**config.mk**
```make
export PLATFORM = sky130hd
export DESIGN_NAME = uart_tx_fifo
export DESIGN_NICKNAME = d
export VERILOG_FILES = /design/src/rtl/uart_tx_fifo.sv
export SDC_FILE = /design/constraint.sdc
export NUM_CORES = 1
export LEC_CHECK = 0
export ABC_AREA = 0
export ABC_CLOCK_PERIOD_IN_PS = 4310
export CELL_PAD_IN_SITES_DETAIL_PLACEMENT = 1
export CELL_PAD_IN_SITES_GLOBAL_PLACEMENT = 1
export CORE_ASPECT_RATIO = 0.9
export CORE_MARGIN = 2
export CORE_UTILIZATION = 52
export DETAILED_ROUTE_END_ITERATION = 10
export DONT_BUFFER_PORTS = 1
export GPL_TIMING_DRIVEN = 0
export HOLD_SLACK_MARGIN = 0.15
export PLACE_DENSITY_LB_ADDON = 0.1
export REMOVE_ABC_BUFFERS = 1
export SKIP_LAST_GASP = 1
export SYNTH_ARGS = -nofsm -noshare
export SYNTH_HDL_FRONTEND = slang
export SYNTH_SLANG_ARGS = --single-unit
```
**constraint.sdc**
```tcl
create_clock -name clk -period 4.31 [get_ports clk]
set_input_delay 0.431 -clock clk [delete_from_list [all_inputs] [get_ports clk]]
set_output_delay 0.431 -clock clk [all_outputs]
set_load 0.02 [all_outputs]
```
**src/rtl/uart_tx_fifo.sv**
```systemverilog
// UART transmit path: byte FIFO filled by MMIO writes, drained by an 8N1 serializer on uart_tx.
// tx_busy/tx_data are registered and observed by echo monitors, so their cycle timing is fixed.
module uart_tx_fifo #(
   parameter int unsigned CLKS_PER_BIT = 234,
   parameter int unsigned DEPTH        = 16,
   localparam int unsigned AW          = $clog2(DEPTH)
) (
   input  logic          clk,
   input  logic          reset,
   input  logic          wr_en,
   input  logic [7:0]    wr_data,
   output logic          full,
   output logic [AW:0]   level,
   output logic          overflow,
   input  logic          clr_overflow,
   output logic          tx_busy,
   output logic [7:0]    tx_data,
   output logic          uart_tx
);

   localparam int unsigned LW = AW + 1;
   localparam int unsigned CW = (CLKS_PER_BIT > 1) ? $clog2(CLKS_PER_BIT) : 1;

   typedef enum logic [1:0] {IDLE, START, DATA, STOP} state_e;

   logic [7:0]    mem_q [DEPTH];
   logic [AW-1:0] wr_ptr_q, rd_ptr_q;
   logic [LW-1:0] level_q, level_d;
   logic          full_q, full_d;
   logic          overflow_q;

   state_e        state_q;
   logic [CW-1:0] baud_q;
   logic [2:0]    idx_q;
   logic [7:0]    tx_data_q;
   logic          tx_q;
   logic          busy_q;

   logic          push_c, pop_c, bit_end_c;

   // Push sees only the pre-edge full flag; a same-edge pop never frees a slot for it.
   assign push_c    = wr_en && !full_q;
   assign pop_c     = (state_q == IDLE) && (level_q != '0);
   assign bit_end_c = (baud_q == CW'(CLKS_PER_BIT - 1));

   always_comb begin
      level_d = level_q;
      if (push_c && !pop_c) begin
         level_d = level_q + LW'(1);
      end else if (pop_c && !push_c) begin
         level_d = level_q - LW'(1);
      end
      full_d = (level_d == LW'(DEPTH));
   end

   always_ff @(posedge clk) begin
      if (push_c) begin
         mem_q[wr_ptr_q] <= wr_data;
      end
   end

   // FIFO bookkeeping and the sticky overflow flag (a drop beats a clear).
   always_ff @(posedge clk or negedge reset) begin
      if (!reset) begin
         wr_ptr_q   <= '0;
         rd_ptr_q   <= '0;
         level_q    <= '0;
         full_q     <= 1'b0;
         overflow_q <= 1'b0;
      end else begin
         if (push_c) begin
            wr_ptr_q <= wr_ptr_q + AW'(1);
         end
         if (pop_c) begin
            rd_ptr_q <= rd_ptr_q + AW'(1);
         end
         level_q <= level_d;
         full_q  <= full_d;
         if (wr_en && full_q) begin
            overflow_q <= 1'b1;
         end else if (clr_overflow) begin
            overflow_q <= 1'b0;
         end
      end
   end

   // Serializer; STOP always returns to IDLE so busy drops for at least one cycle.
   always_ff @(posedge clk or negedge reset) begin
      if (!reset) begin
         state_q   <= IDLE;
         baud_q    <= '0;
         idx_q     <= '0;
         tx_data_q <= '0;
         tx_q      <= 1'b1;
         busy_q    <= 1'b0;
      end else begin
         case (state_q)
            IDLE: begin
               tx_q   <= 1'b1;
               busy_q <= 1'b0;
               if (pop_c) begin
                  tx_data_q <= mem_q[rd_ptr_q];
                  busy_q    <= 1'b1;
                  tx_q      <= 1'b0;
                  baud_q    <= '0;
                  state_q   <= START;
               end
            end
            START: begin
               if (bit_end_c) begin
                  baud_q  <= '0;
                  idx_q   <= '0;
                  tx_q    <= tx_data_q[0];
                  state_q <= DATA;
               end else begin
                  baud_q <= baud_q + CW'(1);
               end
            end
            DATA: begin
               if (bit_end_c) begin
                  baud_q <= '0;
                  if (idx_q == 3'd7) begin
                     tx_q    <= 1'b1;
                     state_q <= STOP;
                  end else begin
                     idx_q <= idx_q + 3'd1;
                     tx_q  <= tx_data_q[idx_q + 3'd1];
                  end
               end else begin
                  baud_q <= baud_q + CW'(1);
               end
            end
            STOP: begin
               if (bit_end_c) begin
                  baud_q  <= '0;
                  busy_q  <= 1'b0;
                  state_q <= IDLE;
               end else begin
                  baud_q <= baud_q + CW'(1);
               end
            end
            default: begin
               tx_q    <= 1'b1;
               busy_q  <= 1'b0;
               state_q <= IDLE;
            end
         endcase
      end
   end

   assign full     = full_q;
   assign level    = level_q;
   assign overflow = overflow_q;
   assign tx_busy  = busy_q;
   assign tx_data  = tx_data_q;
   assign uart_tx  = tx_q;

endmodule

```
==> results of run 1 <==
logic make-up after synthesis:
group                    count (synthesis)  share of synthesized area (%)
flip-flops                             166                           67.0
AND/OR/NAND/NOR                         98                           7.50
multiplexers                            62                           12.1
AO/OA/AOI/OAI                           76                           7.02
adder cells (fa/ha/maj)                 17                           2.93
buffers and inverters                   33                           2.27
XOR/XNOR                                10                           1.22
metal layers:
layer / routed length [um] / up-vias / GRT usage (%)
met1: 7050 / 2062 / 31.5
met3: 724 / 14 / 5.30
met4: 187 / 0 / 8.79
met2: 7790 / 61 / 38.0
li1: - / 1803 / -
met5: 0 / - / 0
worst register-to-register path: cells and delay by family (launching register included):
kind          cells  cell delay, ns
simple gates      4            1.76
flops             1            0.47
stage by stage:
step / std cells / setup WS (ns)
floorplan: 442 / 1.30
CTS: 654 / 1.72
global route: 654 / 1.52
detailed placement: 610 / 1.75
global placement: 610 / 0.504
finish: 654 / 1.71
registers in the layout, summed over array words and instances, names as in the netlist:
name and count:
mem_q 128, state_q 2, wr_ptr_q 4, baud_q 8, uart_tx 1, full 1
overflow 1, rd_ptr_q 4, idx_q 3, tx_busy 1, tx_data 8, level 5
cell type report:
cell class	instances	area (um^2)	area share [%]
clock inverters	10	146	1.83
well taps	168	210	2.62
inverters	13	48.8	0.609
clock buffers	22	474	5.92
flip-flops and latches	166	4800	59.9
multi-input cells	263	2200	27.5
repair buffers	12	130	1.62
cell usage after synthesis, drive strengths merged (3+ instances only):
cell	number
a221o	8
nand4	6
nor2	7
and3	3
ha	16
o21bai	8
o21ai	30
inv	13
mux4	17
mux2i	19
edfxtp	128
dfrtp	37
buf	9
o22ai	9
nand3	4
o41ai	3
xnor2	8
a21oi	12
nor3	14
clkbuf	11
nor2b	5
nand2b	5
and2	19
nand2	26
mux2	26
power by group:
part / switching [mW] / internal, mW / total [mW]
logic: 0.255 / 0.155 / 0.410
registers: 0.142 / 1.90 / 2.04
clock network: 0.640 / 0.964 / 1.60
total: 1.04 / 3.02 / 4.06
path summary, 6_finish.rpt:
kind,from,endpoint,cells past startpoint
hold / removal,reset,tx_data[2],2
min in group clk,wr_en,level[2],4
hold reg to reg,rd_ptr_q[3],rd_ptr_q[3],1
setup / recovery,full,mem_q[6][5],4
max in group asynchronous,reset,uart_tx,2
setup reg to reg,full,mem_q[6][5],4
repair_timing:
action | CTS | global route
setup buffers | 0 | 0
hold endpoints to repair | 167 | 0
hold buffers | 12 | 0
==> run summary, run 1 <==
Sequential share of the synthesized area: 67.0%
LEAKAGE: 2.89 nW
Clk sinks: 166
Max frequency: 385 MHz
Via count: 3940
WP data required: 4.38 ns
Max VDD drop: 0.321 mV
Initial DRC Count: 310
Core Region: 0.0134 mm^2
Cell Chain, Critical Path: nor2b_1, nand2_1, nor2_1, and2_1
Flop2flop setup slack: 1.71 ns
GP Congestion: 0.790
Diode count: 0
Actual slew at the worst max-slew pin: 1.14 ns
Largest fanout on the critical path: 16
Sum of negative setup slack: 0 ns
Hold Path Class: input pin to asynchronous set/reset pin
CP max stage cell: nor2b_1
Die Area: 0.0147 mm^2
Clk pin slew, worst setup/hold paths: 0.06 ns
Vias/cell: 6.02
Commonest non-fill, non-tap cell in the layout: edfxtp_1
CP bufs+invs: 0
CTS Buf Count: 17
Die Y: 115 um
Max-slew violation count: 0
Placed instance area: 0.00726 mm^2
Asr flop ratio synth: 22.9%
GRT Total Usage: 23.5%
Die span in x: 128 um
DP Wirelength: 9530 um
Number of top-level pins: 29
Number of fill cells in the layout: 1237
Final net count: 501
Pwr Density: 506 mW/mm^2
Slew HR: 24.1%
Remaining Overflow, GRT: 0
Port buffer count: 0
Largest net degree at the start of global routing: 52
Std cell rows: 40
Synth cell types: 47
First-pass GRT wire length: 24800 um
TritonCTS clock tree: yes
CP top delay family: simple AND/OR/NAND/NOR gates
Vias in the first global route: 4186
Mapped Area: 0.00716 mm^2
Clk_lat worst skew: 0.43 ns
RSZ-0062 raised after global routing: no
Routed Wire Length: 15800 um
WL per Instance: 24.1 um
Synth warnings: 0
Most used cells in the layout excluding fill and tap cells: edfxtp_1, dfrtp_1, o21ai_0
Synth top area share: 53.7%
Share of layout cells above drive strength 1: 17.7%
DR pass1 iterations: 4
Crit path arrival time: 2.66 ns
Initial antenna violation count: 0
Post-synthesis register bit count: 166
Final ANT Viol Nets: 0
Post-synth EDFFs: 128
Critical path type: register to register
P&R area growth vs syn: 11.9%
Min Hold Slack: 0.492 ns
CP peak stage delay: 0.91 ns
CTS H-Tree Depth: 4
Crit path capture type: register
CTS-repair resized insts: 0
Post-synth top area cell: edfxtp_1
Mapped Avg Cell Area: 15.5 um^2
Overall power: 4.06 mW
Starting Density: 53.4%
Final period util: 60.2%
Cell area after layout: 0.00801 mm^2
Final hold violations: 0
Cells after synthesis: 462
Run status: completed
Setup violations, final: 0
Clk buf depth: 2
Startpoint types: register
Crit path time final: 2.60 ns
Final core utilization: 59.7%
Setup Skew: 0.00632 ns
CTS Root Cell: clkbuf_16
Max-cap viol count: 0
Most used DFF post-synth: edfxtp_1
Drc violations: 0
Dominant cells by area after synthesis: edfxtp_1, dfrtp_1, mux4_2
(Power assumes the default switching activity.)
==> run 2, diff against run 1 <==
Settings changed: ABC_CLOCK_PERIOD_IN_PS 4310 to 2500.
Clock period 4.31 ns to 2.5 ns, I/O delays scaled along.
==> run 2 against run 1 <==
Effect of this change:
- combinational power up 73%
- register-to-register slack worse by 1.6 ns
- die area unchanged
- flip-flop and latch count unchanged
- sequential power up 73%
- clock skew up 0.0035 ns
- cell count up 0.15%
- worst setup slack worse by 1.6 ns
- total power up 73%
- non-clock buffer count up 1
- critical path type unchanged
- critical endpoint is now full
- highest routed layer unchanged
==> run summary, run 2 (same netlist as run 1, synthesis figures left out) <==
Run status: completed (unchanged)
Crit path capture type: register (unchanged)
Final core utilization: 60.0% (was 59.7%)
Number of fill cells in the layout: 1239 (was 1237)
Crit path time final: 2.39 ns (was 2.60 ns)
Placed instance area: 0.00726 mm^2 (unchanged)
Commonest non-fill, non-tap cell in the layout: edfxtp_1 (unchanged)
Hold Path Class: input pin to register (was input pin to asynchronous set/reset pin)
Number of top-level pins: 29 (unchanged)
Vias/cell: 6.10 (was 6.02)
Max-slew violation count: 0 (unchanged)
Clk buf depth: 2 (unchanged)
Max-cap viol count: 0 (unchanged)
Origin of the critical flop-to-flop path: level[1] (was full)
Port buffer count: 0 (unchanged)
Die Y: 115 um (unchanged)
GP Congestion: 0.790 (unchanged)
Final ANT Viol Nets: 0 (unchanged)
R2R Path End: full (was mem_q[6][5])
Hold path start: wr_en
CTS Buf Count: 17 (unchanged)
Max VDD drop: 0.542 mV (was 0.321 mV)
Biggest register: mem_q (unchanged)
Initial antenna violation count: 0 (unchanged)
Crit path arrival time: 2.70 ns (was 2.66 ns)
Share of layout cells above drive strength 1: 18.3% (was 17.7%)
Flop2flop setup slack: 0.11 ns (was 1.71 ns)
RSZ-0062 raised after global routing: yes (was no)
Multi-input combinational cell area: 0.00222 mm^2 (was 0.00220 mm^2)
First-pass GRT wire length: 24800 um (about the same)
Drc violations: 0 (unchanged)
LEAKAGE: 2.91 nW (was 2.89 nW)
Clk pin slew, worst setup/hold paths: 0.07 ns (was 0.06 ns)
Starting Density: 53.4% (unchanged)
Finished Layout Cells: 655 (was 654)
CTS H-Tree Depth: 4 (unchanged)
Initial DRC Count: 252 (was 310)
Diode count: 0 (unchanged)
Std cell rows: 40 (unchanged)
Cell count of the worst hold path: 2
Startpoint types: register (unchanged)
Cell area after layout: 0.00805 mm^2 (was 0.00801 mm^2)
Actual slew at the worst max-slew pin: 1.12 ns (was 1.14 ns)
Max frequency: 418 MHz (was 385 MHz)
Net Sw Frac: 25.6% (about the same)
Critical path type: register to register (unchanged)
Vias in the first global route: 4190 (was 4186)
P&R area growth vs syn: 12.4% (was 11.9%)
TritonCTS clock tree: yes (unchanged)
Reg power frac: 50.3% (about the same)
WP data required: 2.81 ns (was 4.38 ns)
Proportion of power drawn by the clock network: 39.6% (about the same)
Slew HR: 25.2% (was 24.1%)
Most used cells in the layout excluding fill and tap cells: edfxtp_1, dfrtp_1, o21ai_0 (unchanged)
Via count: 3996 (was 3940)
Largest net degree at the start of global routing: 52 (unchanged)
Die span in x: 128 um (unchanged)
Die Area: 0.0147 mm^2 (unchanged)
Largest fanout on the critical path: 7 (was 16)
Clk_lat worst skew: 0.44 ns (was 0.43 ns)
Max reg flops: 128 (unchanged)
DR pass1 iterations: 4 (unchanged)
Routed Wire Length: 15900 um (was 15800 um)
Hold Path Sink: wr_ptr_q[0]
Final hold violations: 0 (unchanged)
WL per Instance: 24.3 um (was 24.1 um)
Final period util: 95.7% (was 60.2%)
FF-to-FF path depth: 7 (was 4)
NetSw: 1.79 mW (was 1.04 mW)
GRT Total Usage: 23.5% (about the same)
Placed Cells: 610 (unchanged)
Final net count: 502 (was 501)
Part of the power in combinational logic: 10.1% (about the same)
CTS Root Cell: clkbuf_16 (unchanged)
Register area: 0.00480 mm^2 (unchanged)
Sum of negative setup slack: 0 ns (unchanged)
DP Wirelength: 9530 um (unchanged)
Clk sinks: 166 (unchanged)
Core Region: 0.0134 mm^2 (unchanged)
Setup Skew: 0.00984 ns (was 0.00632 ns)
Remaining Overflow, GRT: 0 (unchanged)
Pwr Density: 869 mW/mm^2 (was 506 mW/mm^2)
Setup violations, final: 0 (unchanged)
Total internal power: 5.20 mW (was 3.02 mW)
==> run 2: changes by cell type in the layout (fill, tap and decap cells not counted), sizes merged <==
| cell | change |
|---|---|
| buf | +1 |
==> run 2: worst max-delay path: stages, from the launching register on <==
cell     delay [ns]
dfrtp_1        0.51
inv_1          0.15
ha_1           0.23
or4b_4         0.54
and2_4         0.23
o21ai_2        0.14
xor2_1         0.10
nor4_1         0.36
==> run 2: area by class of cell <==
cell class,count,share of cell area [%]
multi-input combinational,263,27.5
inverter,13,0.606
clock inverter,10,1.82
clock buffer,22,5.89
timing repair buffer,13,1.87
sequential,166,59.7
tap,168,2.61
==> run 2: worst max path at each step <==
stage	startpoint	endpoint	slack (ns)
6_report	level[1]	full	0.11
5_1_grt	level[1]	full	-0.01
4_1_cts	level[1]	tx_data[6]	0.05
3_5_place_dp	full	mem_q[7][7]	-0.06
3_3_place_gp	rd_ptr_q[0]	tx_data[7]	-1.31
2_1_floorplan	rd_ptr_q[0]	tx_data[1]	-0.51
==> run 2: routing by layer <==
layer	share of wire (%)	vias up	global-route usage, %	wire length, um
li1	-	1815	-	-
met1	45	2086	31.5	7150
met2	50	75	38.1	7900
met3	4.2	20	5.30	672
met4	1.4	0	8.79	222
met5	0	-	0	0
==> run 2: power by group through the flow <==
stage               clock, mW  sequential [mW]  combinational (mW)
detailed placement          0             3.58               0.651
floorplan                   0             3.51               0.465
global placement            0             3.55               0.608
CTS                      2.82             3.52               0.722
finish                   2.77             3.52               0.710
global route             2.91             3.55               0.788
==> run 2: repair_timing <==
action	4_1_cts	5_1_grt
setup buffers	0	1
setup endpoints to repair	64	10
hold buffers	12	0
resized for setup	1	2
hold endpoints to repair	167	0
==> run 2: through the flow <==
step / power, mW / hold WS (ns) / worst slack [ns]
2_1_floorplan: 3.98 / -0.0456 / -0.515
3_3_place_gp: 4.16 / -0.0438 / -1.31
3_5_place_dp: 4.23 / -0.0418 / -0.0639
4_1_cts: 7.06 / 0.246 / 0.0501
5_1_grt: 7.25 / 0.272 / -0.0102
6_report: 7.00 / 0.271 / 0.108
==> run 3, diff against run 2 <==
Settings changed: PLACE_DENSITY from default to 0.82, PLACE_DENSITY_LB_ADDON 0.1 to default.
==> run 3 against run 2 <==
Effect of this change:
- clock skew is essentially flat
- die area did not move
- flip-flop and latch count unchanged
- global-route usage is 0.61 points lower
- critical path depth down 1
- sequential share of layout area up 0.21 points
- cell count did not move
- wire length is 0.97% lower
- total power decreased by 1.9%
- utilization decreased by 0.21 points
- register-to-register slack worse by 0.02 ns
- via count rose by 0.68%
- largest cell class unchanged
==> run summary, run 3 (same netlist as run 1, synthesis figures left out) <==
WP data required: 2.79 ns (was 2.81 ns)
Number of top-level pins: 29 (unchanged)
Final core utilization: 59.8% (was 60.0%)
Placed Cells: 610 (unchanged)
Clk sinks: 166 (unchanged)
Setup Skew: 0.00965 ns (was 0.00984 ns)
Crit path arrival time: 2.70 ns (about the same)
Clk buf depth: 2 (unchanged)
Largest fanout on the critical path: 8 (was 7)
WL per Instance: 24.1 um (was 24.3 um)
CP peak stage delay: 0.52 ns (was 0.54 ns)
Final hold violations: 0 (unchanged)
Routed Wire Length: 15800 um (was 15900 um)
First-pass GRT wire length: 24600 um (was 24800 um)
TritonCTS clock tree: yes (unchanged)
Die span in x: 128 um (unchanged)
Max VDD drop: 0.655 mV (was 0.542 mV)
Std cell rows: 40 (unchanged)
Starting Density: 53.4% (unchanged)
Actual slew at the worst max-slew pin: 1.11 ns (was 1.12 ns)
Crit path time final: 2.41 ns (was 2.39 ns)
Port buffer count: 0 (unchanged)
Pwr Density: 856 mW/mm^2 (was 869 mW/mm^2)
Vias/cell: 6.14 (was 6.10)
Diode count: 0 (unchanged)
CTS Root Cell: clkbuf_16 (unchanged)
Clk_lat worst skew: 0.42 ns (was 0.44 ns)
Via count: 4023 (was 3996)
Setup violations, final: 0 (unchanged)
LEAKAGE: 2.90 nW (was 2.91 nW)
Cell Chain, Critical Path: inv_1, ha_1, or4b_4, nand3_1, nor3_1, a221o_1 (was inv_1, ha_1, or4b_4, and2_4, o21ai_2, xor2_1, nor4_1)
P&R area growth vs syn: 11.9% (was 12.4%)
Clk pin slew, worst setup/hold paths: 0.07 ns (about the same)
DR pass1 iterations: 4 (unchanged)
Die Area: 0.0147 mm^2 (unchanged)
CTS H-Tree Depth: 4 (unchanged)
GP Congestion: 0.810 (was 0.790)
Hold Path Class: input pin to register (unchanged)
Finished Layout Cells: 655 (unchanged)
GRT Total Usage: 22.9% (was 23.5%)
Max-cap viol count: 0 (unchanged)
RSZ-0062 raised after global routing: no (was yes)
Largest net degree at the start of global routing: 52 (unchanged)
Number of fill cells in the layout: 1227 (was 1239)
Vias in the first global route: 4268 (was 4190)
Final net count: 502 (unchanged)
Critical path type: register to register (unchanged)
Share of layout cells above drive strength 1: 18.5% (was 18.3%)
Startpoint types: register (unchanged)
Biggest register: mem_q (unchanged)
CTS Buf Count: 17 (unchanged)
Crit path capture type: register (unchanged)
Die Y: 115 um (unchanged)
Core Region: 0.0134 mm^2 (unchanged)
Slew HR: 25.8% (was 25.2%)
Drc violations: 0 (unchanged)
Final period util: 96.4% (was 95.7%)
Commonest non-fill, non-tap cell in the layout: edfxtp_1 (unchanged)
Initial antenna violation count: 0 (unchanged)
Remaining Overflow, GRT: 0 (unchanged)
Most used cells in the layout excluding fill and tap cells: edfxtp_1, dfrtp_1, o21ai_0 (unchanged)
Run status: completed (unchanged)
Max-slew violation count: 0 (unchanged)
Max frequency: 415 MHz (was 418 MHz)
Max reg flops: 128 (unchanged)
Initial DRC Count: 321 (was 252)
Final ANT Viol Nets: 0 (unchanged)
CP max stage cell: or4b_4 (unchanged)
DP Wirelength: 9560 um (was 9530 um)
run 3: cell types whose count changed in the layout (fill, tap and decap cells not counted):
| cell | change |
|---|---|
| inv_6 | +3 |
| inv_8 | +1 |
| nand3_1 | +1 |
| clkinv_8 | +1 |
| clkbuf_8 | -3 |
| clkbuf_1 | -2 |
| clkinv_4 | -1 |
| bufinv_16 | -1 |
| nand3_2 | -1 |
| clkinv_2 | +2 |
run 3: power breakdown:
group	switching (mW)	internal, mW
clock network	1.12	1.50
registers	0.252	3.27
logic	0.450	0.269
run 3: routing by layer:
layer | vias to the layer above | global-route usage (%) | wire length, um
met1 | 2121 | 29.9 | 6870
met3 | 17 | 4.79 | 561
met2 | 76 | 38.7 | 8120
met5 | - | 0 | 0
li1 | 1809 | - | -
met4 | 0 | 7.84 | 231
run 3: worst paths after layout:
kind	start	to	slack, ns	depth (start not counted)
hold reg to reg	idx_q[1]	idx_q[1]	0.51	2
max in group asynchronous	reset	uart_tx	1.96	2
setup / recovery	level[1]	tx_data[5]	0.09	6
hold / removal	wr_en	wr_ptr_q[0]	0.27	2
min in group asynchronous	reset	baud_q[3]	0.28	2
setup reg to reg	level[1]	tx_data[5]	0.09	6
run 3: area by class of cell:
class | count | area (um^2) | area share (%)
clock buffer | 17 | 425 | 5.31
clock inverter | 15 | 171 | 2.14
inverter | 13 | 48.8 | 0.609
multi-input combinational | 263 | 2210 | 27.6
sequential | 166 | 4800 | 59.9
tap | 168 | 210 | 2.62
timing repair buffer | 13 | 150 | 1.87
run 3: critical path: cells and delay by family (launching register included):
family | cells | cell delay, ns
AO/OA/AOI/OAI | 1 | 0.32
flip-flops | 1 | 0.51
buffers and inverters | 1 | 0.14
AND/OR/NAND/NOR | 3 | 1.10
adder cells (fa/ha/maj) | 1 | 0.20
run 3: repair_timing:
item,CTS,global route
endpoints found under the setup margin,64,8
endpoints found under the hold margin,167,0
gates resized for setup,1,1
buffers inserted,0,1
hold buffers,12,0
pin swaps,0,0
run 3: per-stage QoR:
step	setup TNS [ns]	setup slack, ns	area, um^2	power, mW	hold slack, ns
CTS	0	0.0507	7990	6.92	0.253
finish	0	0.0895	8020	6.86	0.272
floorplan	-4.09	-0.515	7050	3.98	-0.0456
global placement	-10.63	-1.18	7260	4.15	-0.0448
detailed placement	-3.80	-0.106	7260	4.22	-0.0449
global route	0	0.0348	8020	7.12	0.287
